`src/rtl/riscv_ctrl_pkg.sv`:
```
// Shared constants for the RV32I multicycle control path: opcodes, sequencer
// state encoding, pc_sel and trap-cause codes, and the instruction classes.
package riscv_ctrl_pkg;

  localparam logic [6:0] OpcR      = 7'b0110011;
  localparam logic [6:0] OpcIAlu   = 7'b0010011;
  localparam logic [6:0] OpcLoad   = 7'b0000011;
  localparam logic [6:0] OpcJalr   = 7'b1100111;
  localparam logic [6:0] OpcStore  = 7'b0100011;
  localparam logic [6:0] OpcBranch = 7'b1100011;
  localparam logic [6:0] OpcJal    = 7'b1101111;
  localparam logic [6:0] OpcLui    = 7'b0110111;
  localparam logic [6:0] OpcAuipc  = 7'b0010111;

  localparam logic [2:0] StIdle   = 3'd0;
  localparam logic [2:0] StFetch  = 3'd1;
  localparam logic [2:0] StDecode = 3'd2;
  localparam logic [2:0] StExec   = 3'd3;
  localparam logic [2:0] StMem    = 3'd4;
  localparam logic [2:0] StWb     = 3'd5;
  localparam logic [2:0] StTrap   = 3'd6;

  localparam logic [1:0] PcPlus4  = 2'd0;
  localparam logic [1:0] PcJal    = 2'd1;
  localparam logic [1:0] PcBranch = 2'd2;
  localparam logic [1:0] PcJalr   = 2'd3;

  localparam logic [1:0] CauseNone        = 2'd0;
  localparam logic [1:0] CauseIllegal     = 2'd1;
  localparam logic [1:0] CauseImemTimeout = 2'd2;
  localparam logic [1:0] CauseDmemTimeout = 2'd3;

  typedef enum logic [2:0] {
    ClsR,
    ClsIAlu,
    ClsLoad,
    ClsStore,
    ClsBranch,
    ClsJal,
    ClsJalr,
    ClsUpper
  } instr_class_e;

endpackage

```
`src/rtl/multicycle_sequencer_if.sv`:
```
// Control/handshake bundle between the multicycle sequencer (master) and the
// datapath plus memories (slave).
interface multicycle_sequencer_if #(
  parameter int unsigned RETIRE_W = 32
);
  logic                run;
  logic [6:0]          opcode;
  logic [2:0]          funct3;
  logic                branch_taken;
  logic                imem_ready;
  logic                dmem_ready;
  logic                imem_req;
  logic                ir_load;
  logic                pc_we;
  logic [1:0]          pc_sel;
  logic                reg_we;
  logic                dmem_re;
  logic                dmem_we;
  logic [2:0]          state;
  logic                trap;
  logic [1:0]          trap_cause;
  logic [RETIRE_W-1:0] retire_count;

  modport master (
    input  run, opcode, funct3, branch_taken, imem_ready, dmem_ready,
    output imem_req, ir_load, pc_we, pc_sel, reg_we, dmem_re, dmem_we,
    output state, trap, trap_cause, retire_count
  );

  modport slave (
    output run, opcode, funct3, branch_taken, imem_ready, dmem_ready,
    input  imem_req, ir_load, pc_we, pc_sel, reg_we, dmem_re, dmem_we,
    input  state, trap, trap_cause, retire_count
  );
endinterface

```
`src/rtl/opcode_classifier.sv`:
```
// Combinational RV32I opcode classifier: maps opcode/funct3 to an instruction
// class and flags encodings the sequencer must trap on.
module opcode_classifier
  import riscv_ctrl_pkg::*;
(
  input  logic [6:0]   opcode,
  input  logic [2:0]   funct3,
  output instr_class_e cls,
  output logic         legal
);

  always_comb begin
    cls   = ClsR;
    legal = 1'b0;
    case (opcode)
      OpcR:      begin cls = ClsR;      legal = 1'b1;                end
      OpcIAlu:   begin cls = ClsIAlu;   legal = 1'b1;                end
      OpcLoad:   begin cls = ClsLoad;   legal = (funct3 == 3'b010);  end
      OpcStore:  begin cls = ClsStore;  legal = (funct3 == 3'b010);  end
      // beq/bne/blt/bge are exactly the funct3 codes with bit 1 clear
      OpcBranch: begin cls = ClsBranch; legal = ~funct3[1];          end
      OpcJal:    begin cls = ClsJal;    legal = 1'b1;                end
      OpcJalr:   begin cls = ClsJalr;   legal = (funct3 == 3'b000);  end
      OpcLui,
      OpcAuipc:  begin cls = ClsUpper;  legal = 1'b1;                end
      default:   begin cls = ClsR;      legal = 1'b0;                end
    endcase
  end

endmodule

```
`src/rtl/multicycle_sequencer.sv`:
```
// FETCH/DECODE/EXEC/MEM/WB sequencer for the RV32I multicycle core: timed
// strobes, memory ready handshakes with timeout, and sticky trap reporting.
module multicycle_sequencer
  import riscv_ctrl_pkg::*;
#(
  parameter int unsigned TIMEOUT  = 15,
  parameter int unsigned RETIRE_W = 32
) (
  input logic                    clock,
  input logic                    reset,
  multicycle_sequencer_if.master bus
);

  localparam logic [7:0] WaitLast = 8'(TIMEOUT - 1);

  logic [2:0]          state_q, state_d;
  logic [7:0]          wait_q, wait_d;
  instr_class_e        cls_q, cls_d, dec_cls;
  logic                dec_legal;
  logic                trap_q, trap_d;
  logic [1:0]          cause_q, cause_d;
  logic [RETIRE_W-1:0] retire_q, retire_d;
  logic                imem_req, ir_load, pc_we, reg_we, dmem_re, dmem_we;
  logic [1:0]          pc_sel;
  logic                wait_expired;
  logic [2:0]          boundary_state;

  opcode_classifier u_classifier (
    .opcode (bus.opcode),
    .funct3 (bus.funct3),
    .cls    (dec_cls),
    .legal  (dec_legal)
  );

  assign wait_expired   = (wait_q == WaitLast);
  // run only matters where one instruction ends and the next would begin
  assign boundary_state = bus.run ? StFetch : StIdle;

  always_comb begin
    state_d  = state_q;
    cls_d    = cls_q;
    wait_d   = 8'd0;
    cause_d  = cause_q;
    imem_req = 1'b0;
    ir_load  = 1'b0;
    pc_we    = 1'b0;
    pc_sel   = PcPlus4;
    reg_we   = 1'b0;
    dmem_re  = 1'b0;
    dmem_we  = 1'b0;

    case (state_q)
      StIdle: begin
        if (bus.run) state_d = StFetch;
      end
      StFetch: begin
        imem_req = 1'b1;
        if (bus.imem_ready) begin
          ir_load = 1'b1;
          state_d = StDecode;
        end else if (wait_expired) begin
          state_d = StTrap;
          cause_d = CauseImemTimeout;
        end else begin
          wait_d = wait_q + 8'd1;
        end
      end
      StDecode: begin
        cls_d = dec_cls;
        if (dec_legal) begin
          state_d = StExec;
        end else begin
          state_d = StTrap;
          cause_d = CauseIllegal;
        end
      end
      StExec: begin
        case (cls_q)
          ClsBranch: begin
            pc_we   = 1'b1;
            pc_sel  = bus.branch_taken ? PcBranch : PcPlus4;
            state_d = boundary_state;
          end
          ClsLoad, ClsStore: state_d = StMem;
          default:           state_d = StWb;
        endcase
      end
      StMem: begin
        dmem_re = (cls_q == ClsLoad);
        dmem_we = (cls_q == ClsStore);
        if (bus.dmem_ready) begin
          if (cls_q == ClsStore) begin
            pc_we   = 1'b1;
            state_d = boundary_state;
          end else begin
            state_d = StWb;
          end
        end else if (wait_expired) begin
          state_d = StTrap;
          cause_d = CauseDmemTimeout;
        end else begin
          wait_d = wait_q + 8'd1;
        end
      end
      StWb: begin
        reg_we  = 1'b1;
        pc_we   = 1'b1;
        pc_sel  = (cls_q == ClsJal)  ? PcJal  :
                  (cls_q == ClsJalr) ? PcJalr : PcPlus4;
        state_d = boundary_state;
      end
      StTrap: begin
        state_d = StTrap;
      end
      default: begin
        state_d = StIdle;
      end
    endcase

    trap_d   = trap_q | (state_d == StTrap);
    retire_d = retire_q + {{(RETIRE_W-1){1'b0}}, pc_we};
  end

  always_ff @(posedge clock) begin
    if (reset) begin
      state_q  <= StIdle;
      wait_q   <= 8'd0;
      cls_q    <= ClsR;
      trap_q   <= 1'b0;
      cause_q  <= CauseNone;
      retire_q <= '0;
    end else begin
      state_q  <= state_d;
      wait_q   <= wait_d;
      cls_q    <= cls_d;
      trap_q   <= trap_d;
      cause_q  <= cause_d;
      retire_q <= retire_d;
    end
  end

  assign bus.imem_req     = imem_req;
  assign bus.ir_load      = ir_load;
  assign bus.pc_we        = pc_we;
  assign bus.pc_sel       = pc_sel;
  assign bus.reg_we       = reg_we;
  assign bus.dmem_re      = dmem_re;
  assign bus.dmem_we      = dmem_we;
  assign bus.state        = state_q;
  assign bus.trap         = trap_q;
  assign bus.trap_cause   = cause_q;
  assign bus.retire_count = retire_q;

endmodule

```
`src/flat_wrapper.sv`:
```
// flat-port wrapper written by rule: the top's interface ports become plain ports
module multicycle_sequencer_flat import riscv_ctrl_pkg::*;
#(
  parameter int unsigned TIMEOUT  = 15,
  parameter int unsigned RETIRE_W = 32
)
  (clock, reset, bus_run, bus_opcode, bus_funct3, bus_branch_taken, bus_imem_ready, bus_dmem_ready, bus_imem_req, bus_ir_load, bus_pc_we, bus_pc_sel, bus_reg_we, bus_dmem_re, bus_dmem_we, bus_state, bus_trap, bus_trap_cause, bus_retire_count);
  multicycle_sequencer_if #(.RETIRE_W(RETIRE_W)) bus_i ();
  input logic clock;
  input logic reset;
  input wire logic [$bits(bus_i.run)-1:0] bus_run;
  input wire logic [$bits(bus_i.opcode)-1:0] bus_opcode;
  input wire logic [$bits(bus_i.funct3)-1:0] bus_funct3;
  input wire logic [$bits(bus_i.branch_taken)-1:0] bus_branch_taken;
  input wire logic [$bits(bus_i.imem_ready)-1:0] bus_imem_ready;
  input wire logic [$bits(bus_i.dmem_ready)-1:0] bus_dmem_ready;
  output wire logic [$bits(bus_i.imem_req)-1:0] bus_imem_req;
  output wire logic [$bits(bus_i.ir_load)-1:0] bus_ir_load;
  output wire logic [$bits(bus_i.pc_we)-1:0] bus_pc_we;
  output wire logic [$bits(bus_i.pc_sel)-1:0] bus_pc_sel;
  output wire logic [$bits(bus_i.reg_we)-1:0] bus_reg_we;
  output wire logic [$bits(bus_i.dmem_re)-1:0] bus_dmem_re;
  output wire logic [$bits(bus_i.dmem_we)-1:0] bus_dmem_we;
  output wire logic [$bits(bus_i.state)-1:0] bus_state;
  output wire logic [$bits(bus_i.trap)-1:0] bus_trap;
  output wire logic [$bits(bus_i.trap_cause)-1:0] bus_trap_cause;
  output wire logic [$bits(bus_i.retire_count)-1:0] bus_retire_count;
  assign bus_i.run = bus_run;
  assign bus_i.opcode = bus_opcode;
  assign bus_i.funct3 = bus_funct3;
  assign bus_i.branch_taken = bus_branch_taken;
  assign bus_i.imem_ready = bus_imem_ready;
  assign bus_i.dmem_ready = bus_dmem_ready;
  assign bus_imem_req = bus_i.imem_req;
  assign bus_ir_load = bus_i.ir_load;
  assign bus_pc_we = bus_i.pc_we;
  assign bus_pc_sel = bus_i.pc_sel;
  assign bus_reg_we = bus_i.reg_we;
  assign bus_dmem_re = bus_i.dmem_re;
  assign bus_dmem_we = bus_i.dmem_we;
  assign bus_state = bus_i.state;
  assign bus_trap = bus_i.trap;
  assign bus_trap_cause = bus_i.trap_cause;
  assign bus_retire_count = bus_i.retire_count;
  multicycle_sequencer #(.TIMEOUT(TIMEOUT), .RETIRE_W(RETIRE_W)) u_core (.clock(clock), .reset(reset), .bus(bus_i));
endmodule
```
`config.mk`:
```
export PLATFORM = sky130hd
export DESIGN_NAME = multicycle_sequencer_flat
export DESIGN_NICKNAME = d
export VERILOG_FILES = /design/src/rtl/riscv_ctrl_pkg.sv /design/src/rtl/multicycle_sequencer_if.sv /design/src/rtl/opcode_classifier.sv /design/src/rtl/multicycle_sequencer.sv /design/src/flat_wrapper.sv
export SDC_FILE = /design/constraint.sdc
export NUM_CORES = 1
export LEC_CHECK = 0
export CELL_PAD_IN_SITES_DETAIL_PLACEMENT = 1
export CELL_PAD_IN_SITES_GLOBAL_PLACEMENT = 1
export CORE_UTILIZATION = 32
export CTS_BUF_LIST = sky130_fd_sc_hd__clkbuf_16
export CTS_CLUSTER_SIZE = 8
export DETAILED_ROUTE_END_ITERATION = 16
export PLACE_DENSITY = 0.74
export SYNTH_ARGS = -nofsm -noshare
export SYNTH_HDL_FRONTEND = slang
export SYNTH_SLANG_ARGS = --single-unit
export TNS_END_PERCENT = 20
```
`constraint.sdc`:
```
create_clock -name clock -period 2.6 [get_ports clock]
set_clock_uncertainty 0.2 [all_clocks]
set_input_delay 0.26 -clock clock [delete_from_list [all_inputs] [get_ports clock]]
set_output_delay 0.26 -clock clock [all_outputs]
set_load 0.01 [all_outputs]
```
* Yosys cells after proc, flatten, opt, wreduce, memory -nomap -nowiden
Index checks and enable logic that the tools add are counted.
** Cells by class
- Multipliers :: 0
- Equal/unequal tests :: 28
- Div/mod/pow operators :: 0
- Reduce and logical (&&, ||, !) cells :: 8
- Muxes and demuxes :: 36
- Order comparisons :: 0
- Bitwise gates (word level) :: 2
- Shift operators :: 0
- Add/subtract/negate cells :: 2
** Operators with widths (count)
- $pmux W3 S7 :: 2
- $add A32 B1 Y32 :: 1
- $mux W8 :: 3
- $eq A3 B3 Y1 const B :: 7
- $eq A7 B6 Y1 const B :: 3
- $eq A7 B7 Y1 const B :: 3
- $mux W2 :: 9
- $mux W3 :: 6
- $pmux W8 S2 :: 1
- $eq A3 B2 Y1 const B :: 5
- $eq A7 B5 Y1 const B :: 2
- $mux W1 :: 10
- $add A8 B1 Y8 const B :: 1
- $eq A8 B4 Y1 const B :: 1
- $eq A7 B2 Y1 const B :: 1
- $logic_not A3 Y1 :: 2
- $ne A2 B2 Y1 const B :: 3
- $pmux W2 S3 :: 1
- $pmux W3 S2 :: 1
- $reduce_and A6 Y1 :: 1
- $reduce_or A2 Y1 :: 3
- $reduce_or A5 Y1 :: 1
- $ne A2 B1 Y1 const B :: 2
- $pmux W1 S4 :: 1
- 6 further kinds :: 6
** Storage, ports and cells
- Bits in writable memories :: 0
- Memories :: 0
- Word-level logic and storage cells :: 82
- Output and inout bits :: 46
- Register bits after elaboration :: 49
- Latch bits :: 0
- Input port bits :: 16
- ROM bits :: 0

* Longest topological paths before layout
- Depth in word-level cells :: 7
- Gate-level depth with buffers :: 11
- Depth with buffers taken out :: 10

* Cells and area by module
From an unflattened synthesis, not the netlist that was laid out.
** Unflattened totals
- Cell total of the unflattened synthesis :: 301
- Area, all modules :: 2542.4 um^2
** By module, submodules not included
- multicycle_sequencer :: times used 1, seq. area each 980.9 um^2, cells an instance 276, area each 2364.8 um^2
- opcode_classifier :: times used 1, seq. area each 0.0 um^2, cells an instance 25, area each 177.7 um^2

* Worst setup path after synthesis
Ideal clock, no wire load.
- Kind :: reg2reg
- Start :: reg u_core.state_q[0] (netlist: u_core.bus.state[0])
- End :: reg u_core.retire_q[25] (netlist: u_core.bus.retire_count[25])
- Clock period less this slack :: 3.035 ns
- Stages on the path, launching flop included :: 10
- Library setup time :: 0.128 ns
- Arrival time :: 2.708 ns
- Required time :: 2.272 ns
- Path buffers :: 1
- Slack :: -0.435 ns
- Cells stage by stage :: dfxtp_1 clkbuf_1 inv_1 o41ai_1 ha_1 nand3_1 nor4_4 nand4_1 xor2_1 nor2_1
** Between the ends
- Cells in the longest elaborated chain, start to end :: 3
- Elaborated cells between the ends (all ways) :: 5
- Classes of those cells :: add/sub (1); eq/ne (3); mux (1)
** Ends and longest elaborated chain
- from (decl) :: RTL line multicycle_sequencer.sv:16 : logic [2:0] state_q, state_d;
- from (signal assigned) :: RTL line multicycle_sequencer.sv:126 : state_q <= StIdle;
- from (signal assigned) :: RTL line multicycle_sequencer.sv:133 : state_q <= state_d;
- $eq A3 B3 Y1 or $eq A3 B2 Y1 (tied branches) :: RTL line multicycle_sequencer.sv:52 : case (state_q)
- $pmux W1 S3 (*) :: RTL line multicycle_sequencer.sv:52
- net bus_pc_we :: RTL line flat_wrapper.sv:19 : output wire logic [$bits(bus_i.pc_we)-1:0] bus_pc_we;
- $add A32 B1 Y32 (*) :: RTL line multicycle_sequencer.sv:121 : retire_d = retire_q + {{(RETIRE_W-1){1'b0}}, pc_we};
- to (signal assigned) :: RTL line multicycle_sequencer.sv:138 : retire_q <= retire_d;
- to (decl) :: RTL line multicycle_sequencer.sv:22 : logic [RETIRE_W-1:0] retire_q, retire_d;
Mark *: on every way through the listed nets, which the timed path passes. The rest lies on a longest branch.
A chain may end at the register's enable or synchronous reset.

* Final worst setup path
- Start :: reg u_core.cls_q[1]
- End :: reg u_core.retire_q[16] (netlist: u_core.bus.retire_count[16])
** Between the ends
- Cells in the longest elaborated chain, start to end :: 5
- Elaborated cells between the ends (all ways) :: 7
- Classes of those cells :: add/sub (1); eq/ne (2); mux (4)
** Ends and longest elaborated chain
- from (decl) :: RTL line multicycle_sequencer.sv:18 : instr_class_e cls_q, cls_d, dec_cls;
- from (signal assigned) :: RTL line multicycle_sequencer.sv:128 : cls_q <= ClsR;
- from (signal assigned) :: RTL line multicycle_sequencer.sv:135 : cls_q <= cls_d;
- $eq A3 B2 Y1 :: RTL line multicycle_sequencer.sv:92 : if (cls_q == ClsStore) begin
- $mux W1 :: RTL line multicycle_sequencer.sv:92
- $mux W1 :: RTL line multicycle_sequencer.sv:91 : if (bus.dmem_ready) begin
- $pmux W1 S3 (*) :: RTL line multicycle_sequencer.sv:52
- $add A32 B1 Y32 (*) :: RTL line multicycle_sequencer.sv:121
Mark *: on every way between the ends. The rest lies on a longest branch, timed or not.

==> results.md <==
- Post-synth EDFFs: 0
- Cell area after synthesis: ~2400 um2
- Final Wtd Congestion: approximately 0.78
- Clock power share: 0.460
- Largest cells by area after synthesis: dfxtp_1 40%, xor2_1 11%, nor2_1 7.6%
- Slowest-stage cell, CP: or3b_4
- Seq/Total Area, Yosys: 0.4031
- YS warnings: 0
- Routed wire length: approximately 6800 um
- Rows: 31
- Final cycle utilization of the critical path: 0.9637
- Post-synthesis compound-gate area fraction: 0.09409
- Finished Layout Cells: 467
- Async set-reset flop share out of synthesis: 0
- Net Sw Power: ~0.00035 W
- Vias: between 2000 and 2500
- Post-DP HPWL: 5223 um
- Die ar.: 7958 um2
- CTS root buf: clkbuf_16
- Post-Synth XOR/XNOR Area: 0.1332
- DRT iter0 DRCs: between 50 and 60
- Syn_nets: 305
- Largest net degree at the start of global routing: 26
- Worst Path Buf+Inv: 1
- Post-Synth Adder-Cell Area: 0.02057
- Post-Synthesis Cells: 285
- Sum Neg Setup Slack: 0 ns
- WL per Instance: 14.54 um
- Clk Latency, worst-skew pair: roughly 0.29 ns
- First-pass GRT wire length: 11140 um
- Combinational Power Share: 0.068
- Leading area contributor after synthesis: dfxtp_1
- Fin nets: 387
- RSZ-0062 raised after global routing: true
- Initial antenna violation count: 0
- Hold Buf Count CTS: 0
- Endpoint class of the critical path: flip-flop
- Placed insts: 459
- PortBufs: ~60
- Number of global-route vias before repair: 2466
- Setup crit start kind: flip-flop
- Largest family of logic cells by synthesized area: simple AND/OR/NAND/NOR gates
- Final hold vios: 0
- Final min period: 2.505 ns
- Seq pwr share: 0.472
- LEAKAGE: ~1.4 nW
- Peak per-stage delay on the critical path: 0.41 ns
- GR Util All Layers: 0.1832
- Mean post-synth cell area: 8.539 um2
- IO Count: 62
- Area growth syn-to-layout: 44.78%
- Initial Util: 0.3337
- CTS tree: built
- Internal power: about 0.0013 W
- Worst EP required: 2.58 ns
- Reg clk slew, reported paths: 0.07 ns
- Cell family with most CP delay: simple AND/OR/NAND/NOR gates
- Via-to-Cell Ratio: 4.985
- Maximum VDD drop: 319.8 uV
- Sw frac: 0.2168
- DRT Pass-1 Iters: 4
- TritonCTS Sinks: 49
- Mux cell area share after synthesis: 0
- GRT Residual Overflow: 0
- Pins over their slew limit: 0
- Worst-Margin Slew: approximately 0.41 ns
- Setup CP Type: reg2reg
- Tightest Hold Check Type: reg2reg
- Status: completed
- Max clock buf depth: 2
- Max Cap Violations: 0
- Most instantiated cells after synthesis: 49 x dfxtp_1, 49 x nor2_1, 30 x xor2_1, 18 x nand2_1, 15 x nand4_1
- Top cell type's share of synthesized area: 0.4031
- Max Freq: 399.1 MHz
- Ys flop type: dfxtp_1
- Ratio of cells with drive above 1 in the final layout: 0.1304
- Cell Pwr Density: 455.5 nW/um2
- ANT nets after route: 0
- Arrival @ worst endpoint: 2.48 ns
- Simple-Gate Fraction of Synth Area: 0.3203
- Setup violations, final: 0
- Ant. Diodes: 0
- Core Box Area: 7292 um2
- H-tree Lvls: 2
- Slew headroom: 0.7221
- Hold WS: 0.3021 ns
- CP Max Fanout: 6
- Post-synth cell types: 47
- # DRC: 0
- DIE WIDTH: 89.21 um
- Fill cell count: approximately 900
- Die height: 89.21 um
- Synth Register Bits: 49
- CTS Buf Count: 5
- CP Cell Sequence: or3b_4 > o41ai_4 > ha_2 > ha_4 > nand2_2 > nor4_4 > buf_4 > nand4_1 > xor2_1 > nor2_1
-- final cells by class --
class	count	area, um2	area share
clock buffers	5	125.1	0.03551
inverters	9	35.03	0.009943
clock inverters	3	41.29	0.01172
repair buffers	84	783.3	0.2223
well taps	99	123.9	0.03516
flip-flops and latches	49	984.7	0.2795
multi-input cells	218	1430	0.4059
-- state kept, by name, indices dropped and copies added (netlist names) --
signal and flops:
u_core.wait_q 8, u_core.bus.state 3, u_core.bus.trap 1, u_core.cls_q 3, u_core.bus.trap_cause 2, u_core.bus.retire_count 32
-- worst reg2reg max path: stages, from the launching register on --
cell and delay [ns]:
dfxtp_2 0.32, or3b_4 0.41, o41ai_4 0.25, ha_2 0.26, ha_4 0.14, nand2_2 0.07, nor4_4 0.18, buf_4 0.20
nand4_1 0.12, xor2_1 0.18, nor2_1 0.06
-- final timing paths --
kind / from / end / slack (ns) / depth (start not counted)
setup / recovery: u_core.cls_q[1]$_SDFFE_PP0P_ / u_core.bus.retire_count[16]$_SDFF_PP0_ / 0.09 / 10
hold / removal: u_core.wait_q[0]$_SDFF_PP0_ / u_core.wait_q[0]$_SDFF_PP0_ / 0.30 / 1
setup reg to reg: u_core.cls_q[1]$_SDFFE_PP0P_ / u_core.bus.retire_count[16]$_SDFF_PP0_ / 0.09 / 10
hold reg to reg: u_core.wait_q[0]$_SDFF_PP0_ / u_core.wait_q[0]$_SDFF_PP0_ / 0.30 / 1
-- layer usage --
| metal | vias up | wire length [um] | track usage |
|---|---|---|---|
| li1 | 1160 | - | - |
| met1 | 1115 | 2874 | 0.1977 |
| met2 | 47 | 3618 | 0.3546 |
| met3 | 6 | 205 | 0.03324 |
| met4 | 0 | 90 | 0.06494 |
| met5 | - | 0 | 0 |
-- placed cells by master (no fill, tap or decap), drive strengths merged, types with 2 or more instances in the layout --
| cell type | netlist | final |
|---|---|---|
| nand3b | 2 | 2 |
| nor3 | 8 | 8 |
| ha | 4 | 4 |
| buf | 2 | 23 |
| xor2 | 30 | 30 |
| nor2b | 4 | 4 |
| and2 | 5 | 5 |
| or3 | 2 | 2 |
| or3b | 2 | 2 |
| xnor2 | 7 | 7 |
| clkdlybuf4s50 | 0 | 61 |
| and3 | 10 | 10 |
| dfxtp | 49 | 49 |
| a21oi | 7 | 7 |
| a32o | 2 | 2 |
| nor4 | 3 | 3 |
| nor2 | 49 | 49 |
| o311ai | 2 | 2 |
| clkinv | 1 | 2 |
| nand2b | 3 | 3 |
| and4 | 2 | 2 |
| inv | 8 | 8 |
| o21ai | 6 | 6 |
| nand2 | 18 | 18 |
| nand3 | 14 | 14 |
| nand4 | 16 | 16 |
| nand4b | 2 | 2 |
| a31oi | 3 | 3 |
| clkbuf | 7 | 5 |
| a311oi | 2 | 2 |
-- power by group through the flow --
stage	sequential [W]	clock (W)	combinational [W]
global route	0.000757	0.000788	0.000119
finish	0.000757	0.000739	0.000110
detailed placement	0.000774	0	0.000109
global placement	0.000774	0	0.000107
CTS	0.000757	0.000762	0.000110
floorplan	0.000775	0	0.0000462
-- cells by family after synthesis --
logic type | count (synthesis)
simple gates | 144
compound gates | 33
xor+xnor | 37
buf+inv | 18
flops | 49
fa+ha+maj | 4
-- through the flow --
step           setup WS, ns  power [W]  cell area, um2    util
6_report            0.09451   0.001605            3523  0.4832
5_1_grt            -0.04073   0.001664            3523  0.4832
4_1_cts             0.02686   0.001629            3515  0.4820
3_5_place_dp        -0.2231  0.0008835            3347  0.4590
3_3_place_gp        -0.1236  0.0008811            3347  0.4590
2_1_floorplan       -0.2025  0.0008209            2477       -
-- repair_timing --
action | in CTS | in global routing
hold endpoints to repair | 0 | 0
setup buffers | 0 | 0
pin swaps | 3 | 2
endpoints found under the setup margin | 15 | 9
gates resized for setup | 1 | 2
Note: power is estimated with default switching activity, not from simulation.
